==> src/rtl/signed_divider_pkg.sv <==
// Shared constants, state encoding and two's-complement helpers for the
// iterative signed divider.
package divider_pkg;

    localparam int DIV_W    = 8;
    localparam int DIV_ITER = DIV_W;

    typedef enum logic [1:0] {
        IDLE = 2'd0,
        CALC = 2'd1,
        FIX  = 2'd2,
        DONE = 2'd3
    } div_state_t;

    function automatic logic [DIV_W-1:0] twos_neg(input logic [DIV_W-1:0] x);
        return ~x + {{(DIV_W-1){1'b0}}, 1'b1};
    endfunction

    // |-128| wraps to 0x80, which reads correctly as an unsigned magnitude
    function automatic logic [DIV_W-1:0] twos_mag(input logic [DIV_W-1:0] x);
        return x[DIV_W-1] ? twos_neg(x) : x;
    endfunction

endpackage

==> src/rtl/signed_divider_if.sv <==
// Request/result bundle between the processor top level and the divider.
interface signed_divider_if;
    import divider_pkg::*;

    logic             Start;
    logic [DIV_W-1:0] Dividend;
    logic [DIV_W-1:0] Divisor;
    logic [DIV_W-1:0] Quotient;
    logic [DIV_W-1:0] Remainder;
    logic             Busy;
    logic             Done;
    logic             DivZero;
    logic             Ovf;

    modport master (
        output Start, Dividend, Divisor,
        input  Quotient, Remainder, Busy, Done, DivZero, Ovf
    );

    modport slave (
        input  Start, Dividend, Divisor,
        output Quotient, Remainder, Busy, Done, DivZero, Ovf
    );
endinterface

==> src/rtl/signed_divider_control.sv <==
// Divider sequencer: IDLE/CALC/FIX/DONE state machine with the 3-bit step
// counter, producing datapath strobes and registered Busy/Done.
module divider_control
    import divider_pkg::*;
(
    input  logic Clk,
    input  logic Reset,
    input  logic start,
    input  logic div_zero,
    output logic load,
    output logic step,
    output logic fix,
    output logic busy,
    output logic done
);

    div_state_t state_r;
    logic [2:0] count_r;
    logic       busy_r;
    logic       done_r;

    assign load = (state_r == IDLE) && start;
    assign step = (state_r == CALC);
    assign fix  = (state_r == FIX);
    assign busy = busy_r;
    assign done = done_r;

    // State machine, iteration counter and registered status flags
    always_ff @(posedge Clk or negedge Reset) begin
        if (!Reset) begin
            state_r <= IDLE;
            count_r <= 3'd0;
            busy_r  <= 1'b0;
            done_r  <= 1'b0;
        end else begin
            case (state_r)
                IDLE: begin
                    if (start) begin
                        count_r <= 3'd0;
                        if (div_zero) begin
                            state_r <= DONE;
                            done_r  <= 1'b1;
                        end else begin
                            state_r <= CALC;
                            busy_r  <= 1'b1;
                        end
                    end
                end
                CALC: begin
                    count_r <= count_r + 3'd1;
                    if (count_r == 3'(DIV_ITER - 1)) begin
                        state_r <= FIX;
                    end
                end
                FIX: begin
                    state_r <= DONE;
                    busy_r  <= 1'b0;
                    done_r  <= 1'b1;
                end
                DONE: begin
                    // a held Start must not retrigger, so wait for release
                    if (!start) begin
                        state_r <= IDLE;
                        done_r  <= 1'b0;
                    end
                end
                default: begin
                    state_r <= IDLE;
                    count_r <= 3'd0;
                    busy_r  <= 1'b0;
                    done_r  <= 1'b0;
                end
            endcase
        end
    end

endmodule

==> src/rtl/signed_divider.sv <==
// 8-bit signed restoring divider: magnitude conversion, R/Q shift registers,
// 9-bit trial subtraction and sign fix-up, sequenced by divider_control.
module signed_divider
    import divider_pkg::*;
(
    input  logic             Clk,
    input  logic             Reset,
    signed_divider_if.slave  div
);

    logic             load_s, step_s, fix_s, busy_s, done_s, div_zero_s;
    logic [DIV_W:0]   r_r;
    logic [DIV_W-1:0] q_r;
    logic [DIV_W-1:0] dvs_mag_r;
    logic             neg_q_r, neg_r_r, ovf_case_r;
    logic [DIV_W-1:0] quotient_r, remainder_r;
    logic             div_zero_r, ovf_r;
    logic [DIV_W+1:0] shifted_s;
    logic [DIV_W+1:0] trial_s;

    assign div_zero_s = (div.Divisor == {DIV_W{1'b0}});

    divider_control u_ctrl (
        .Clk      (Clk),
        .Reset    (Reset),
        .start    (div.Start),
        .div_zero (div_zero_s),
        .load     (load_s),
        .step     (step_s),
        .fix      (fix_s),
        .busy     (busy_s),
        .done     (done_s)
    );

    // Extra top bit makes trial_s[DIV_W+1] a clean borrow/sign indicator
    assign shifted_s = {r_r, q_r[DIV_W-1]};
    assign trial_s   = shifted_s - {2'b00, dvs_mag_r};

    // Operand capture, restoring steps and final sign correction
    always_ff @(posedge Clk or negedge Reset) begin
        if (!Reset) begin
            r_r         <= {(DIV_W+1){1'b0}};
            q_r         <= {DIV_W{1'b0}};
            dvs_mag_r   <= {DIV_W{1'b0}};
            neg_q_r     <= 1'b0;
            neg_r_r     <= 1'b0;
            ovf_case_r  <= 1'b0;
            quotient_r  <= {DIV_W{1'b0}};
            remainder_r <= {DIV_W{1'b0}};
            div_zero_r  <= 1'b0;
            ovf_r       <= 1'b0;
        end else if (load_s) begin
            ovf_r <= 1'b0;
            if (div_zero_s) begin
                quotient_r  <= {DIV_W{1'b1}};
                remainder_r <= div.Dividend;
                div_zero_r  <= 1'b1;
            end else begin
                r_r         <= {(DIV_W+1){1'b0}};
                q_r         <= twos_mag(div.Dividend);
                dvs_mag_r   <= twos_mag(div.Divisor);
                neg_q_r     <= div.Dividend[DIV_W-1] ^ div.Divisor[DIV_W-1];
                neg_r_r     <= div.Dividend[DIV_W-1];
                ovf_case_r  <= (div.Dividend == 8'h80) && (div.Divisor == 8'hFF);
                quotient_r  <= {DIV_W{1'b0}};
                remainder_r <= {DIV_W{1'b0}};
                div_zero_r  <= 1'b0;
            end
        end else if (step_s) begin
            r_r <= trial_s[DIV_W+1] ? shifted_s[DIV_W:0] : trial_s[DIV_W:0];
            q_r <= {q_r[DIV_W-2:0], ~trial_s[DIV_W+1]};
        end else if (fix_s) begin
            ovf_r <= ovf_case_r;
            if (ovf_case_r) begin
                quotient_r  <= 8'h80;
                remainder_r <= 8'h00;
            end else begin
                quotient_r  <= neg_q_r ? twos_neg(q_r) : q_r;
                remainder_r <= neg_r_r ? twos_neg(r_r[DIV_W-1:0]) : r_r[DIV_W-1:0];
            end
        end else begin
            quotient_r <= quotient_r;
        end
    end

    assign div.Quotient  = quotient_r;
    assign div.Remainder = remainder_r;
    assign div.Busy      = busy_s;
    assign div.Done      = done_s;
    assign div.DivZero   = div_zero_r;
    assign div.Ovf       = ovf_r;

endmodule

==> src/flat_wrapper.sv <==
// flat-port wrapper written by rule: the top's interface ports become plain ports
module signed_divider_flat import divider_pkg::*;
  (Clk, Reset, div_Start, div_Dividend, div_Divisor, div_Quotient, div_Remainder, div_Busy, div_Done, div_DivZero, div_Ovf);
  signed_divider_if div_i ();
  input  logic Clk;
  input  logic Reset;
  input wire logic [$bits(div_i.Start)-1:0] div_Start;
  input wire logic [$bits(div_i.Dividend)-1:0] div_Dividend;
  input wire logic [$bits(div_i.Divisor)-1:0] div_Divisor;
  output wire logic [$bits(div_i.Quotient)-1:0] div_Quotient;
  output wire logic [$bits(div_i.Remainder)-1:0] div_Remainder;
  output wire logic [$bits(div_i.Busy)-1:0] div_Busy;
  output wire logic [$bits(div_i.Done)-1:0] div_Done;
  output wire logic [$bits(div_i.DivZero)-1:0] div_DivZero;
  output wire logic [$bits(div_i.Ovf)-1:0] div_Ovf;
  assign div_i.Start = div_Start;
  assign div_i.Dividend = div_Dividend;
  assign div_i.Divisor = div_Divisor;
  assign div_Quotient = div_i.Quotient;
  assign div_Remainder = div_i.Remainder;
  assign div_Busy = div_i.Busy;
  assign div_Done = div_i.Done;
  assign div_DivZero = div_i.DivZero;
  assign div_Ovf = div_i.Ovf;
  signed_divider u_core (.Clk(Clk), .Reset(Reset), .div(div_i));
endmodule
==> config.mk <==
export PLATFORM = sky130hd
export DESIGN_NAME = signed_divider_flat
export DESIGN_NICKNAME = d
export VERILOG_FILES = /design/src/rtl/signed_divider_pkg.sv /design/src/rtl/signed_divider_if.sv /design/src/rtl/signed_divider_control.sv /design/src/rtl/signed_divider.sv /design/src/flat_wrapper.sv
export SDC_FILE = /design/constraint.sdc
export NUM_CORES = 1
export LEC_CHECK = 0
export ABC_AREA = 1
export CAP_MARGIN = 20
export CORE_MARGIN = 1.5
export CORE_UTILIZATION = 52
export DETAILED_ROUTE_END_ITERATION = 12
export PLACE_DENSITY_LB_ADDON = 0.1
export SLEW_MARGIN = 20
export SYNTH_ARGS = -nofsm -noshare
export SYNTH_HDL_FRONTEND = slang
export SYNTH_HIERARCHICAL = 1
export SYNTH_SLANG_ARGS = --single-unit
==> constraint.sdc <==
create_clock -name Clk -period 1.6 [get_ports Clk]
set_input_delay 0.24 -clock Clk [delete_from_list [all_inputs] [get_ports Clk]]
set_output_delay 0.24 -clock Clk [all_outputs]
set_load 0.005 [all_outputs]
Word-level counts from Yosys, hierarchy flattened

Index checks and enable logic that the tools add are counted.

Register bits after elaboration: 53
Output and inout bits: 20
Logic and storage cells: 95

$add $sub $neg: 6
Eq/ne operators: 13
Mux-type cells: 39
Bitwise operators: 7
Reduce and logical (&&, ||, !) cells: 16

Operator list:

| kind                | count |
|---|---|
| $mux 8              | 17 |
| $mux 9              | 4 |
| $add 8x1->8 const B | 4 |
| $not 8->8           | 4 |
| $eq 8x8->1 const B  | 2 |
| $ne 2x2->1 const B  | 5 |
| $sub 10x8->10       | 1 |
| $mux 1              | 9 |
| $logic_not 8->1     | 1 |
| $mux 2              | 4 |
| $pmux 2 s4          | 1 |
| $reduce_and 2->1    | 4 |
| $reduce_bool 2->1   | 4 |
| $pmux 3 s2          | 1 |
| $reduce_and 3->1    | 2 |
| $eq 2x2->1 const B  | 2 |
| $ne 2x1->1 const B  | 2 |
| $reduce_and 4->1    | 1 |
| $add 3x1->3 const B | 1 |
| $eq 3x3->1 const B  | 1 |
| $mux 3              | 1 |
| $pmux 1 s3          | 1 |
| $reduce_bool 3->1   | 1 |
| $eq 2x1->1 const B  | 1 |
| 5 further kinds     | 7 |

Longest topological paths before layout

Gate-level depths: netlist of run 1.

Word-level depth: 7
Depth in mapped cells: 13
Gate-level depth less buffers: 13

Hierarchy

The synthesis of run 1 kept the hierarchy.

Modules (own cells, without submodules):

| module          | times used | cells an instance | area each (um^2) |
|---|---|---|---|
| signed_divider  | 1          | 452               | 3291.9 |
| divider_control | 1          | 60                | 460.4 |

Worst setup path before layout of run 1

Ideal clock, no wire load.

Path type: register -> register
Start: register u_core.q_r[7]
End: register u_core.r_r[6]
Library setup time: 0.117 ns
Data arrival time: 1.603 ns
Slack: -0.120 ns
Stages on the path, launching flop included: 13
Buffers on the path: 0
Clock period less this slack: 1.720 ns
Cell sequence: dfrtp_1 -> inv_1 -> ha_1 -> inv_1 -> fa_1 -> nand3_1 -> nand2_1 -> nand2_1 -> nand3b_1 -> nand2_1 -> nand3_1 -> nand3_1 -> nand2_1

Longest elaborated chain between the ends: 4

Ends and longest elaborated chain:

| element                | line                 | RTL |
|---|---|---|
| start, declared        | signed_divider.sv:13 | `logic [DIV_W-1:0] q_r;` |
| start signal, assigned | signed_divider.sv:43 | `q_r <= {DIV_W{1'b0}};` |
| start signal, assigned | signed_divider.sv:60 | `q_r <= twos_mag(div.Dividend);` |
| start signal, assigned | signed_divider.sv:71 | `q_r <= {q_r[DIV_W-2:0], ~trial_s[DIV_W+1]};` |
| $sub 10x8->10          | signed_divider.sv:37 | `assign trial_s = shifted_s - {2'b00, dvs_mag_r};` |
| $mux 9                 | signed_divider.sv:70 | `r_r <= trial_s[DIV_W+1] ? shifted_s[DIV_W:0] : trial_s[DIV_W:0];` |
| $mux 9                 | signed_divider.sv:69 | `end else if (step_s) begin` |
| $mux 9                 | signed_divider.sv:52 | `end else if (load_s) begin` |
| end signal, assigned   | signed_divider.sv:42 | `r_r <= {(DIV_W+1){1'b0}};` |
| end signal, assigned   | signed_divider.sv:59 | `r_r <= {(DIV_W+1){1'b0}};` |
| end signal, assigned   | signed_divider.sv:70 |  |
| end, declared          | signed_divider.sv:12 | `logic [DIV_W:0] r_r;` |

No other way between the ends. The select of a mux whose other input is x is not followed.
A chain may end at the register's enable or synchronous reset.

Worst setup path in the final report of run 1

Start: register u_core.q_r[7]
End: register u_core.r_r[4]

The elaborated chain is that of the path after synthesis.

==> summary.txt, run 1 <==
Run status
  – Status: complete, but fails checks
  – Failing checks: negative setup slack

Power
  – Total chip power: 12.56 mW
  – Max IR drop VDD: 1.215 mV
  – Leak pwr: 2.836 nW
  – Pwr Density: 2152 mW/mm^2

Drt
  – Initial DRC count: 348
  – Final WL: 12.48 mm
  – DRT antenna net count: 0
  – Post-route DRC: 0
  – Wirelength per Cell: 16.64 um
  – Vias per inst: 5.637
  – Total vias in the final route: 4228
  – Pre-antenna DRT Iters: 5

Timing
  – Fin crit share: 1.181
  – Clock skew: 0.01701 ns
  – Max Fclk: 529.0 MHz
  – Final WS setup: -0.2903 ns
  – Slew Viols, Final: 0
  – RSZ-0062 raised after global routing: yes
  – Setup violation total in the final timing report: 18
  – Normalized max-slew margin: 0.6902
  – Setup TNS: -2.094 ns
  – Tmin final: 1.890 ns
  – Slew @ Worst Pin: 0.4647 ns
  – Final hold violations: 0

Final layout
  – Number of fill cells in the layout: 401
  – Ratio of cells with drive above 1 in the final layout: 0.3823
  – Layout Nets: 693
  – Register area: 0.001326 mm^2
  – P&R area growth vs syn: 55.52%
  – Non-filler instance count after layout: 750
  – ANT cells: 0
  – Multi-input logic area: 0.002700 mm^2

Setup path
  – Crit path buffers/inverters: 2
  – Worst EP arrival: 2.10 ns
  – CP startpoint kind: flip-flop
  – CP delay by family, top: adder cells
  – Critical path capture point type: flip-flop
  – Max incr delay on CP: 0.39 ns
  – Critical path cell sequence: inv_2, ha_4, inv_2, fa_2, nand3_2, nand2_4, xnor2_1, nand3_2, nand3_2, nand2_1
  – CP Max Fanout: 3
  – Critical Path Most Common Cell: nand3_2
  – Slowest CP cell: dfrtp_1
  – Crit Path Class: flip-flop to flip-flop
  – Worst Path Required: 1.81 ns
  – R2R setup slack: -0.29 ns

Yosys
  – Syn_nets: 552
  – Yosys cell types: 38
  – Post-Syn Area per Cell: 7.329 um^2
  – Synth Warn #: 6
  – Sequential area share after synthesis: 0.3535
  – Flops & latches, synth: 53
  – Largest area contributor in the netlist: dfrtp_1
  – Cell count after synthesis: 512
  – Top post-synthesis cells by area: dfrtp_1 35%, nand2_1 14%, nand3_1 7.9%
  – Post-Syn Area: 0.003752 mm^2
  – Yosys top cell area share: 0.3535

Floorplanning
  – Die H: 87.95 um
  – FP Rows: 30
  – Core Region: 0.006869 mm^2
  – Top-Level Pins: 39
  – Die area: 0.007734 mm^2
  – Die Wd: 87.95 um
  – Starting Density: 0.5463

CTS
  – Longest Clk Path Bufs: 2
  – CTS buffer count: 5
  – H-Tree Level Count: 2
  – Worst skew pair latency: 0.31 ns
  – CTS tree: yes
  – Root buffer cell: clkbuf_8
  – TritonCTS Sinks: 53
  – CTS clk-pin slew, worst paths: 0.11 ns

Flow run
  – Total of max-cap violations: 0

Global route
  – GRT Residual Overflow: 0
  – First-pass GRT wire length: 17.75 mm
  – Initial antenna violation count: 0
  – Total track usage: 0.2930
  – Largest net degree at the start of global routing: 54
  – Vias in the first global route: 3926

Placed design
  – Hpwl dp: 7.886 mm
  – Dpl ws: -0.4042 ns
  – Final RePlAce weighted congestion: 0.9063
  – Port bufs: 38
  – Cell Count Post-Placement: 717

Hold path
  – Min-Delay Path Class: input pin to flip-flop
[synth_stat cells, drive strengths merged]
| library cell | n |
|---|---|
| buf | 9 |
| o311ai | 1 |
| a21oi | 22 |
| nand4 | 3 |
| o21ai | 38 |
| nor2 | 45 |
| a22oi | 1 |
| xnor2 | 3 |
| nand3 | 63 |
| inv | 72 |
| o31ai | 4 |
| nand3b | 3 |
| nand2 | 145 |
| o22ai | 2 |
| o211ai | 6 |
| xor2 | 10 |
| fa | 1 |
| ha | 20 |
| nor3 | 4 |
| dfrtp | 53 |
| a31oi | 5 |
| clkbuf | 2 |
[layout make-up]
class / instances / share of cell area
clock buffer: 6 / 0.01244
clock inverter: 2 / 0.006647
inverter: 72 / 0.04867
multi-input combinational: 380 / 0.4627
sequential: 53 / 0.2273
tap: 96 / 0.02058
timing repair buffer: 140 / 0.2204
timing repair inverter: 1 / 0.001286
[where the power goes]
part	internal [mW]	total [mW]	leakage, nW	switching [mW]
registers	1.91	2.43	0.665	0.521
logic	4.16	9.19	2.12	5.03
clock network	0.471	0.936	0.0554	0.465
total	6.54	12.6	2.84	6.01
[repair_timing]
action | 4_1_cts | 5_1_grt
setup endpoints to repair | 36 | 45
setup buffers | 14 | 5
pin swaps | 29 | 42
gates resized for setup | 45 | 88
cloned | 2 | 4
hold endpoints to repair | 53 | 0
hold buffers | 1 | 0
[cell families (layout without fill, tap and decap cells)]
group,Yosys count,in the layout,synth area share
and+or+nand+nor,263,267,0.3261
buffers and inverters,83,221,0.09003
AOI/OAI and AO/OA,79,79,0.1280
DFF,53,53,0.3535
adders and majority gates,21,21,0.07202
xor gates and xnor gates,13,13,0.03034
[registers in the layout, indices dropped and copies added (netlist names)]
signal                 count
u_core/r_r                 9
u_core/q_r                 8
u_core/div.Quotient        8
u_core/div.Remainder       8
u_core/ovf_case_r          1
u_core/u_ctrl/busy         1
u_core/neg_r_r             1
u_core/div.Ovf             1
u_core/u_ctrl/done         1
u_core/dvs_mag_r           8
u_core/u_ctrl/state_r      2
u_core/div.DivZero         1
u_core/neg_q_r             1
u_core/u_ctrl/count_r      3
[worst reg2reg max path: stages, from the launching register on]
cell     delay, ns
dfrtp_1       0.39
inv_2         0.08
ha_4          0.12
inv_2         0.04
fa_2          0.37
nand3_2       0.10
nand2_4       0.07
xnor2_1       0.35
nand3_2       0.14
nand3_2       0.08
nand2_1       0.07
[metrics by stage]
| step | util | hold slack (ns) | instance area [um^2] |
|---|---|---|---|
| after floorplan | - | -0.05559 | 3943 |
| after global placement | 0.7313 | 0.2623 | 5024 |
| after detailed placement | 0.7313 | 0.2634 | 5024 |
| after CTS | 0.7924 | 0.4645 | 5443 |
| after global routing | 0.8495 | 0.2944 | 5836 |
| final | 0.8495 | 0.2597 | 5836 |
[path summary, 6_finish.rpt]
| kind | start | end | cells past startpoint |
|---|---|---|---|
| min in group asynchronous | Reset | u_core/dvs_mag_r[3] | 3 |
| setup / recovery | u_core/q_r[7] | u_core/r_r[4] | 10 |
| max in group asynchronous | Reset | u_core/div.DivZero | 3 |
| hold reg to reg | u_core/u_ctrl/count_r[0] | u_core/u_ctrl/count_r[0] | 1 |
| setup reg to reg | u_core/q_r[7] | u_core/r_r[4] | 10 |
| hold / removal | div_Divisor[0] | u_core/dvs_mag_r[0] | 3 |
[layer usage]
layer  up-vias  wire [um]  GRT usage  share of wire
met5         -          0          0              0
met4         0        449    0.09957          0.036
met3        41        673    0.03393          0.054
met2       170       6232     0.5281           0.50
met1      2049       5125     0.3612           0.41
li1       1968          -          -              -
[cells in the final DEF, fill, tap and decap left out, types with 17 or more instances in the layout]
cell type,Yosys,final
dfrtp_1,53,53
nand3_1,59,40
nand3_2,3,19
nor2_1,38,28
nand2_1,138,121
inv_2,4,21
inv_1,68,46
clkdlybuf4s50_1,0,35
buf_4,1,83
o21ai_0,27,17
(Power assumes the default switching activity.)
==> run 2: changes to the inputs <==
--- a/config.mk
+++ b/config.mk
@@ -6,8 +6,6 @@
 export NUM_CORES = 1
 export LEC_CHECK = 0
 export ABC_AREA = 1
-export CAP_MARGIN = 20
-export CORE_MARGIN = 1.5
 export CORE_UTILIZATION = 52
 export DETAILED_ROUTE_END_ITERATION = 12
 export PLACE_DENSITY_LB_ADDON = 0.1
==> summary.txt, run 2 (synthesis results as in run 1) <==
Run status
  – Status: complete, but fails checks
  – Failing checks: negative setup slack

Timing
  – Setup TNS: -2.762 ns (-0.6680 ns)
  – Worst hold slack: 0.2750 ns (+0.01530 ns)
  – Slew @ Worst Pin: 0.3533 ns (-0.1114 ns)
  – Normalized max-slew margin: 0.7642 (+0.07399)
  – Slew Viols, Final: 0 (unchanged)
  – Final WS setup: -0.1859 ns (+0.1044 ns)
  – RSZ-0062 raised after global routing: yes
  – Clock skew: 0.02067 ns (+0.003662 ns)
  – Max Fclk: 560.0 MHz (+5.8%)
  – Fin crit share: 1.116 (-0.06526)
  – Final hold violations: 0 (unchanged)
  – Tmin final: 1.786 ns (-0.1044 ns)
  – Setup violation total in the final timing report: 18 (unchanged)

Global route
  – Initial antenna violation count: 0 (unchanged)
  – Largest net degree at the start of global routing: 33 (-39%)
  – First-pass GRT wire length: 18.73 mm (+5.5%)
  – Vias in the first global route: 4153 (+5.8%)
  – Total track usage: 0.3171 (+0.02414)
  – GRT Residual Overflow: 0 (unchanged)

Final layout
  – P&R area growth vs syn: 54.78%
  – ANT cells: 0 (unchanged)
  – Design area: 0.005808 mm^2 (-0.47%)
  – Non-filler instance count after layout: 751 (+0.13%)
  – Commonest non-fill, non-tap cell in the layout: nand2_1
  – Largest reg by FF count: u_core/r_r
  – Layout Nets: 694 (+0.14%)
  – Final Util: 0.8455 (-0.004008)
  – Max reg flops: 9 (unchanged)
  – Ratio of cells with drive above 1 in the final layout: 0.3649 (-0.01738)
  – Most frequent cells in the layout: 122 x nand2_1, 84 x buf_4, 52 x inv_1, 52 x dfrtp_1, 38 x nand3_1

Drt
  – Vias per inst: 5.495 (-2.5%)
  – Pre-antenna DRT Iters: 5 (unchanged)
  – Post-route DRC: 0 (unchanged)
  – Initial DRC count: 243 (-30%)
  – DRT antenna net count: 0 (unchanged)
  – Total vias in the final route: 4127 (-2.4%)
  – Wirelength per Cell: 16.54 um (-0.57%)
  – Final WL: 12.43 mm (-0.44%)

Floorplanning
  – Top-Level Pins: 39 (unchanged)
  – Starting Density: 0.5463 (unchanged)
  – Die H: 86.95 um (-1.1%)
  – Core Region: 0.006869 mm^2 (unchanged)
  – Die area: 0.007559 mm^2 (-2.3%)
  – FP Rows: 30 (unchanged)
  – Die Wd: 86.95 um (-1.1%)

Placed design
  – Hpwl dp: 8.169 mm (+3.6%)
  – Dpl ws: -0.4612 ns (-0.05704 ns)
  – Port bufs: 38 (unchanged)
  – Final RePlAce weighted congestion: 0.9391 (+3.6%)
  – Cell Count Post-Placement: 720 (+0.42%)
  – Placed Instance Area: 0.005046 mm^2 (+0.45%)

CTS
  – CTS clk-pin slew, worst paths: 0.12 ns (about the same)
  – CTS buffer count: 5 (unchanged)
  – H-Tree Level Count: 2 (unchanged)
  – CTS tree: yes
  – TritonCTS Sinks: 53 (unchanged)
  – Root buffer cell: clkbuf_8
  – Worst skew pair latency: 0.33 ns (+0.02 ns)
  – Longest Clk Path Bufs: 2 (unchanged)

Setup path
  – Critical path capture point type: flip-flop
  – Critical path cell sequence: ha_4, nand2_4, nor2_4, nand3_4, nand3_4, nand2_4, nand3_2, nand3_2, nand2_1
  – Reg2reg start: u_core/r_r[5]
  – Crit path buffers/inverters: 0 (-2)
  – Reg2reg path depth: 9 (-1)
  – CP startpoint kind: flip-flop
  – Worst Path Required: 1.87 ns (+0.06 ns)
  – Crit Path Class: flip-flop to flip-flop
  – Reg-to-Reg End: u_core/r_r[7]
  – CP delay by family, top: simple AND/OR/NAND/NOR gates
  – Slowest CP cell: dfrtp_1
  – Worst EP arrival: 2.06 ns (-0.04 ns)
  – Max incr delay on CP: 0.45 ns (+0.06 ns)
  – R2R setup slack: -0.19 ns (+0.10 ns)
  – Cell depth of the worst setup path: 9 (-1)
  – Critical path endpoint: u_core/r_r[7]
  – Worst Setup SP: u_core/r_r[5]
  – CP Max Fanout: 5 (+2)

Power
  – Leak pwr: 2.830 nW (-0.19%)
  – Pwr Density: 2132 mW/mm^2 (-0.95%)
  – Max IR drop VDD: 1.233 mV (+1.5%)
  – Total chip power: 12.38 mW (-1.4%)

Hold path
  – Min-Delay Path Class: input pin to flip-flop

Flow run
  – Total of max-cap violations: 0 (unchanged)
## run 2: changes by cell type in the layout (fill, tap and decap cells not counted), moves of 4 or more
cell | before | now
a21oi_2 | 13 | 5
inv_1 | 46 | 52
o21ai_1 | 8 | 13
a21oi_1 | 8 | 16
nor2_4 | 7 | 12
inv_2 | 21 | 17
nor2_2 | 8 | 3
## run 2: timing repair
action                     4_1_cts  5_1_grt
gates resized for setup         47       76
hold endpoints to repair        51        0
pin swaps                       18       29
setup buffers                   10        9
hold buffers                     1        0
cloned                           3        1
setup endpoints to repair       36       38
## run 2: metal layers
layer,global-route usage,up-vias,wire (um)
met2,0.5748,167,6472
met4,0.1121,0,349
li1,-,1955,-
met3,0.05592,43,686
met5,0,-,0
met1,0.3752,1962,4917
## run 2: how the worst min path moves through the flow
stage              startpoint                   to  slack, ns  cells past startpoint
2_1_floorplan           Reset   u_core/div.DivZero      -0.06                      0
3_3_place_gp            Reset  u_core/dvs_mag_r[4]       0.08                      1
3_5_place_dp            Reset  u_core/dvs_mag_r[0]       0.09                      1
4_1_cts                 Reset  u_core/dvs_mag_r[3]       0.30                      2
5_1_grt                 Reset  u_core/dvs_mag_r[3]       0.30                      2
6_report       div_Divisor[0]  u_core/dvs_mag_r[0]       0.27                      3
## run 2: power by group
part	internal (mW)	switching (mW)	leakage, nW
Clock	0.318	0.513	0.0447
Combinational	4.23	4.88	2.12
Sequential	1.91	0.527	0.663
Total	6.46	5.92	2.83
## run 2: final cells by class
cell class / instances / area, um^2
Clock inverter: 3 / 25.02
Sequential cell: 53 / 1328
Clock buffer: 5 / 68.82
Timing Repair Buffer: 143 / 1316
Inverter: 72 / 281.5
Tap cell: 96 / 120.1
Multi-Input combinational cell: 379 / 2669
Fill cell: 390 / 1061
## run 2: worst register-to-register path: stages, from the launching register on
cell     delay, ns
dfrtp_1       0.45
ha_4          0.32
nand2_4       0.07
nor2_4        0.17
nand3_4       0.16
nand3_4       0.20
nand2_4       0.11
nand3_2       0.09
nand3_2       0.09
nand2_1       0.08
